===== config.mk =====
export PLATFORM = sky130hd
export DESIGN_NAME = lcd_hex_pager
export DESIGN_NICKNAME = d
export VERILOG_FILES = /design/src/rtl/lcd_hex_pager.sv
export SDC_FILE = /design/constraint.sdc
export NUM_CORES = 1
export LEC_CHECK = 0
export BUFFER_PORTS_ARGS = -buffer_cell sky130_fd_sc_hd__buf_2
export CORE_AREA = 2 2 208 210
export CTS_BUF_LIST = sky130_fd_sc_hd__clkbuf_4
export CTS_CLUSTER_DIAMETER = 60
export DETAILED_ROUTE_END_ITERATION = 8
export DIE_AREA = 0 0 210 212
export GPL_TIMING_DRIVEN = 0
export PLACE_DENSITY_LB_ADDON = 0.12
export SLEW_MARGIN = 20
export SYNTH_ARGS = -nofsm -noshare
export SYNTH_HDL_FRONTEND = slang
export SYNTH_SLANG_ARGS = --single-unit

===== constraint.sdc =====
create_clock -name clk -period 8.2 [get_ports clk]
set_clock_uncertainty 0.2 [all_clocks]
set_input_delay 1.64 -clock clk [delete_from_list [all_inputs] [get_ports clk]]
set_output_delay 1.64 -clock clk [all_outputs]
set_load 0.02 [all_outputs]

===== src/rtl/lcd_hex_pager.sv =====
// HD44780 4-bit pager: shows a 4-word page as two lines of hex text, redrawing
// only when the selected page or its contents change.
module lcd_hex_pager #(
    parameter int NPAGE    = 4,
    parameter int INIT_CYC = 1500000,
    parameter int E_CYC    = 12,
    parameter int CMD_CYC  = 2000,
    parameter int CLR_CYC  = 80000,
    parameter int HOLD_CYC = 50000000
) (
    input  logic                   clk,
    input  logic                   rst,
    input  logic [NPAGE*128-1:0]   page_data,
    input  logic [2:0]             page_sel,
    input  logic                   auto_rotate,
    output logic                   lcd_e,
    output logic                   lcd_rs,
    output logic                   lcd_rw,
    output logic [3:0]             lcd_dat,
    output logic                   busy,
    output logic [2:0]             cur_page
);

    typedef enum logic [2:0] {
        S_INIT_WAIT, S_INIT_SEQ, S_IDLE, S_ADDR1, S_LINE1, S_ADDR2, S_LINE2
    } state_t;
    typedef enum logic [1:0] {PH_SU, PH_EH, PH_HD, PH_WT} phase_t;

    state_t         state_q, state_d, nxt_s;
    phase_t         ph_q, ph_d;
    logic [31:0]    cnt_q, cnt_d, ph_lim_s, rot_cnt_q, rot_cnt_d;
    logic [3:0]     idx_q, idx_d;
    logic           half_q, half_d, first_q, first_d;
    logic [2:0]     cur_page_q, cur_page_d, rot_q, rot_d, eff_s;
    logic [127:0]   snap_q, snap_d, live_s;
    logic           e_q, e_d, rs_q, rs_d, busy_q, busy_d;
    logic [3:0]     dat_q, dat_d, cur_nib_s, snap_nib_s;
    logic [7:0]     cur_byte_s;
    logic [6:0]     char_off_s;
    logic           single_s, last_item_s, ph_done_s, start_s, send_s;

    function automatic logic [7:0] hex_char(input logic [3:0] n);
        return (n < 4'd10) ? (8'h30 + {4'h0, n}) : (8'h37 + {4'h0, n});
    endfunction

    // Current item to send: byte value, nibble-only flag, last-of-state flag, successor state
    always_comb begin
        cur_byte_s  = 8'h00;
        single_s    = 1'b0;
        last_item_s = 1'b0;
        nxt_s       = S_IDLE;
        char_off_s  = {(state_q == S_LINE2), idx_q[3], 3'd7 - idx_q[2:0], 2'b00};
        snap_nib_s  = 4'(snap_q >> char_off_s);
        case (state_q)
            S_INIT_SEQ: begin
                single_s    = ~idx_q[2];
                last_item_s = (idx_q == 4'd7);
                nxt_s       = S_IDLE;
                case (idx_q[2:0])
                    3'd0, 3'd1, 3'd2: cur_byte_s = 8'h30;
                    3'd3:             cur_byte_s = 8'h20;
                    3'd4:             cur_byte_s = 8'h28;
                    3'd5:             cur_byte_s = 8'h0C;
                    3'd6:             cur_byte_s = 8'h06;
                    default:          cur_byte_s = 8'h01;
                endcase
            end
            S_ADDR1: begin cur_byte_s = 8'h80; last_item_s = 1'b1; nxt_s = S_LINE1; end
            S_LINE1: begin
                cur_byte_s  = hex_char(snap_nib_s);
                last_item_s = (idx_q == 4'd15);
                nxt_s       = S_ADDR2;
            end
            S_ADDR2: begin cur_byte_s = 8'hC0; last_item_s = 1'b1; nxt_s = S_LINE2; end
            S_LINE2: begin
                cur_byte_s  = hex_char(snap_nib_s);
                last_item_s = (idx_q == 4'd15);
                nxt_s       = S_IDLE;
            end
            default: begin cur_byte_s = 8'h00; last_item_s = 1'b0; end
        endcase
        cur_nib_s = half_q ? cur_byte_s[3:0] : cur_byte_s[7:4];
        if (ph_q != PH_WT) begin
            ph_lim_s = 32'(E_CYC);
        end else if (cur_byte_s == 8'h01 && !single_s) begin
            ph_lim_s = 32'(CLR_CYC);
        end else begin
            ph_lim_s = 32'(CMD_CYC);
        end
        ph_done_s = (cnt_q == ph_lim_s - 32'd1);
    end

    // Effective page, its live contents, and the redraw condition
    always_comb begin
        if (auto_rotate) begin
            eff_s = rot_q;
        end else if ({1'b0, page_sel} < 4'(NPAGE)) begin
            eff_s = page_sel;
        end else begin
            eff_s = 3'd0;
        end
        live_s  = 128'(page_data >> {eff_s, 7'd0});
        start_s = first_q || (eff_s != cur_page_q) || (live_s != snap_q);
    end

    // Rotation dwell timer; frozen while auto_rotate is low
    always_comb begin
        rot_d     = rot_q;
        rot_cnt_d = rot_cnt_q;
        if (auto_rotate) begin
            if (rot_cnt_q == 32'(HOLD_CYC - 1)) begin
                rot_cnt_d = 32'd0;
                rot_d     = (rot_q == 3'(NPAGE - 1)) ? 3'd0 : rot_q + 3'd1;
            end else begin
                rot_cnt_d = rot_cnt_q + 32'd1;
            end
        end else begin
            rot_cnt_d = rot_cnt_q;
        end
    end

    // Main sequencer: state, nibble phase and item index
    always_comb begin
        state_d    = state_q;
        ph_d       = ph_q;
        cnt_d      = cnt_q;
        idx_d      = idx_q;
        half_d     = half_q;
        first_d    = first_q;
        cur_page_d = cur_page_q;
        snap_d     = snap_q;
        case (state_q)
            S_INIT_WAIT: begin
                if (cnt_q == 32'(INIT_CYC - 1)) begin
                    state_d = S_INIT_SEQ;
                    cnt_d   = 32'd0;
                end else begin
                    cnt_d = cnt_q + 32'd1;
                end
            end
            S_IDLE: begin
                if (start_s) begin
                    state_d    = S_ADDR1;
                    cur_page_d = eff_s;
                    snap_d     = live_s;
                    first_d    = 1'b0;
                    cnt_d      = 32'd0;
                    idx_d      = 4'd0;
                    half_d     = 1'b0;
                    ph_d       = PH_SU;
                end else begin
                    state_d = S_IDLE;
                end
            end
            S_INIT_SEQ, S_ADDR1, S_LINE1, S_ADDR2, S_LINE2: begin
                if (!ph_done_s) begin
                    cnt_d = cnt_q + 32'd1;
                end else begin
                    cnt_d = 32'd0;
                    case (ph_q)
                        PH_SU: ph_d = PH_EH;
                        PH_EH: ph_d = PH_HD;
                        PH_HD: begin
                            if (!single_s && !half_q) begin
                                half_d = 1'b1;
                                ph_d   = PH_SU;
                            end else begin
                                ph_d = PH_WT;
                            end
                        end
                        PH_WT: begin
                            ph_d   = PH_SU;
                            half_d = 1'b0;
                            if (last_item_s) begin
                                idx_d   = 4'd0;
                                state_d = nxt_s;
                            end else begin
                                idx_d = idx_q + 4'd1;
                            end
                        end
                        default: ph_d = PH_SU;
                    endcase
                end
            end
            default: state_d = S_INIT_WAIT;
        endcase
    end

    // Bus values for the current phase; registered below
    always_comb begin
        send_s = (state_q != S_INIT_WAIT) && (state_q != S_IDLE);
        e_d    = send_s && (ph_q == PH_EH);
        dat_d  = (send_s && ph_q != PH_WT) ? cur_nib_s : 4'h0;
        rs_d   = (state_q == S_LINE1) || (state_q == S_LINE2);
        busy_d = (state_d != S_IDLE);
    end

    // State and output registers
    always_ff @(posedge clk or posedge rst) begin
        if (rst) begin
            state_q    <= S_INIT_WAIT;
            ph_q       <= PH_SU;
            cnt_q      <= 32'd0;
            idx_q      <= 4'd0;
            half_q     <= 1'b0;
            first_q    <= 1'b1;
            cur_page_q <= 3'd0;
            snap_q     <= 128'd0;
            rot_q      <= 3'd0;
            rot_cnt_q  <= 32'd0;
            e_q        <= 1'b0;
            rs_q       <= 1'b0;
            dat_q      <= 4'h0;
            busy_q     <= 1'b1;
        end else begin
            state_q    <= state_d;
            ph_q       <= ph_d;
            cnt_q      <= cnt_d;
            idx_q      <= idx_d;
            half_q     <= half_d;
            first_q    <= first_d;
            cur_page_q <= cur_page_d;
            snap_q     <= snap_d;
            rot_q      <= rot_d;
            rot_cnt_q  <= rot_cnt_d;
            e_q        <= e_d;
            rs_q       <= rs_d;
            dat_q      <= dat_d;
            busy_q     <= busy_d;
        end
    end

    assign lcd_e    = e_q;
    assign lcd_rs   = rs_q;
    assign lcd_rw   = 1'b0;
    assign lcd_dat  = dat_q;
    assign busy     = busy_q;
    assign cur_page = cur_page_q;

endmodule


==> metrics.yaml <==
drtAntennaViolNets: 0
grt_max_degree: 79
multi_input_area_mm2: 0.01173
fp.dieW_um: 210
cap_violations: 0
htreeDepth: 3
max_freq_ghz: 0.1395
die_h_um: 212
rsz0062_at_grt: "false"
synth_ff_type: "dfrtp_1"
path_cells: "buf_2, buf_2, and2_1, clkbuf_1, o21ai_2, buf_2, buf_1, o22ai_1, xnor2_1, o2111ai_1, nor4_1, nand4_2, o311ai_4, clkbuf_1, o21ai_0"
cts_setup_buffers: 0
endpoint_kind: "register"
grt_antenna_before_repair: 5
drc: 0
peakVddDrop_mv: 0.1155
tns_ns: 0
critPathRequiredTime_ns: 8.57
cts_buffers: 67
p_leak_uw: 0.009986
cts_tree: "built"
crit_arrival_ns: 7.54
core-area_mm2: 0.04251
status: "finished clean"
vias: 21780
ys_seq_elements: 216
fp-row-count: 76
reg2regPathDepth: 16
synth_edf_count: 0
crit_top_cell: "buf_2"
yosysWarnings: 0
clockBufferDepth: 3
post-route-period-util_pct: 87.44
routedWlPerCell_um: 30.90
seqCellArea_mm2: 0.005408
grt_pass1_wl_um: 141700
final_common_cell: "buf_2"
clock_sinks: 216
critPathMaxStageDelay_ns: 0.82
syn2layout_area_growth_pct: 23.42
syn_nets: 2597
grt_use_total_pct: 44.38
path_depth: 15
critPathBufInv: 6
viasPerCell: 6.661
dieArea_mm2: 0.04452
gr-total-overflow: 0
power_uw: 2898
powerDensity_mw_per_mm2: 128.7
crit_family: "buffers and inverters"
syn-mean-instance-area_um2: 8.807
postCtsResizedCells: 0
wirelength_um: 101000
routabilityCongestion: 1.095
drive_gt1_share_pct: 30.79
port_buffers: 527
cts-root-buf: "clkbuf_4"
tightest_slew_ns: 1.184
slew_viol_final: 0
drtPass1Iterations: 6
syn-instance-count: 2071
hold_class: "reg2reg"
ys_seq_area_share_pct: 29.65
start_kind: "primary input"
grt_pass1_vias: 20900
cts_hold_buf: 0
finalHoldViolations: 0
setup_viol: 0
synth-async-reset-ratio_pct: 100.0
fillers: 4105
synth_area_mm2: 0.01824
synthDistinctLibCells: 98
crit_fanout: 10
min_delay_path_depth: 1
initial_core_util_pct: 42.91
maxSlewHeadroom_pct: 21.05
clkLatencyLatePin_ns: 0.77
drt_iter0_markers: 3033
place_hpwl_um: 78120
layout_common_cells: "buf_2, nand2_1, dfrtp_1"
path_class: "in2reg"
clkSlewWorstSetupHoldPaths_ns: 0.06
layout_min_cycle_time_ns: 7.170
nets: 3195
cpMaxStageDelayCell: "clkbuf_1"
io-pin-count: 529
## metal layers
metal	up-vias	GRT usage (%)	routed length [um]
li1	9160	-	-
met1	10490	57.69	38680
met2	1764	67.10	42830
met3	357	11.57	12790
met4	2	25.43	6687
met5	-	0	13
## metrics by stage
step                setup slack (ns)  instance area, um2  utilization (%)  hold WS [ns]  cells
floorplan                     0.4557               18240                -        0.2390   2071
global placement              -2.731               21560            50.72        0.2717   3144
detailed placement            0.6021               21630            50.88        0.2645   3146
CTS                            1.405               22500            52.93        0.2836   3264
global route                   1.093               22500            52.94        0.3045   3266
finish                         1.030               22510            52.96        0.2807   3269
## kinds of logic after synthesis
| kind of cell | share of synthesized area, % |
|---|---|
| simple gates | 20.85 |
| fa+ha+maj | 0.5488 |
| xor+xnor | 3.458 |
| other cells | 0.02056 |
| buf+inv | 6.085 |
| mux | 16.99 |
| compound gates | 22.39 |
| flops | 29.65 |
## final timing paths
kind                       slack, ns             to          start
max                             1.03     snap_q[12]    auto_rotate
min                             0.28  rot_cnt_q[31]  rot_cnt_q[31]
max reg2reg                     1.57      cnt_q[26]       idx_q[0]
min reg2reg                     0.28  rot_cnt_q[31]  rot_cnt_q[31]
max in group asynchronous       5.85   rot_cnt_q[2]            rst
min in group asynchronous       0.72     snap_q[57]            rst
## cell usage after synthesis (22+ instances only)
cell	instances	area share, %
nor3_1	41	1.1
nand4_1	26	0.89
mux2i_1	145	8.0
nand2_1	313	6.4
buf_2	46	1.3
o31ai_1	26	1.1
o21ai_0	152	4.2
xor2_1	32	1.5
clkbuf_1	64	1.3
a21oi_1	69	1.9
mux4_2	55	6.8
o22ai_1	49	1.7
nor2_1	88	1.8
inv_1	34	0.70
and3_1	59	2.0
a211oi_1	43	1.8
dfrtp_1	214	29
nand3_1	82	2.3
nor4_1	24	0.82
buf_6	22	1.4
xnor2_1	40	1.9
## where the power goes
part / switching [uW] / internal [uW]
logic: 382 / 255
registers: 16.6 / 1080
clock network: 548 / 615
## worst reg2reg max path: stages, from the launching register on
cell and delay, ns:
dfrtp_1 0.39, clkbuf_1 0.66, clkbuf_1 0.91, clkbuf_1 0.88, inv_1 0.18, ha_1 0.31, nor3b_1 0.29, nand3_1 0.13
o31a_1 0.14, nor4_1 0.63, mux2_2 0.28, nor2_1 0.10, a211oi_1 0.49, clkbuf_1 0.52, a21oi_1 0.09, o21ai_0 0.19
o21ai_0 0.11
## cell type report
type                    instances  share of cell area [%]
multi-input cells            1659                   52.10
flip-flops and latches        216                   24.02
repair buffers                529                   11.96
plain buffers                 162                   4.363
clock buffers                  99                   3.302
well taps                     546                   3.035
inverters                      34                  0.6003
clock inverters                19                  0.5614
diodes                          5                 0.05558
## flip-flops by register name, indices dropped and copies added, names as in the netlist
register   cells
rot_cnt_q     32
idx_q          4
lcd_dat        4
busy           1
state_q        3
half_q         1
first_q        1
lcd_e          1
ph_q           2
lcd_rs         1
rot_q          3
snap_q       128
cur_page       3
cnt_q         32
(Power assumes the default switching activity.)
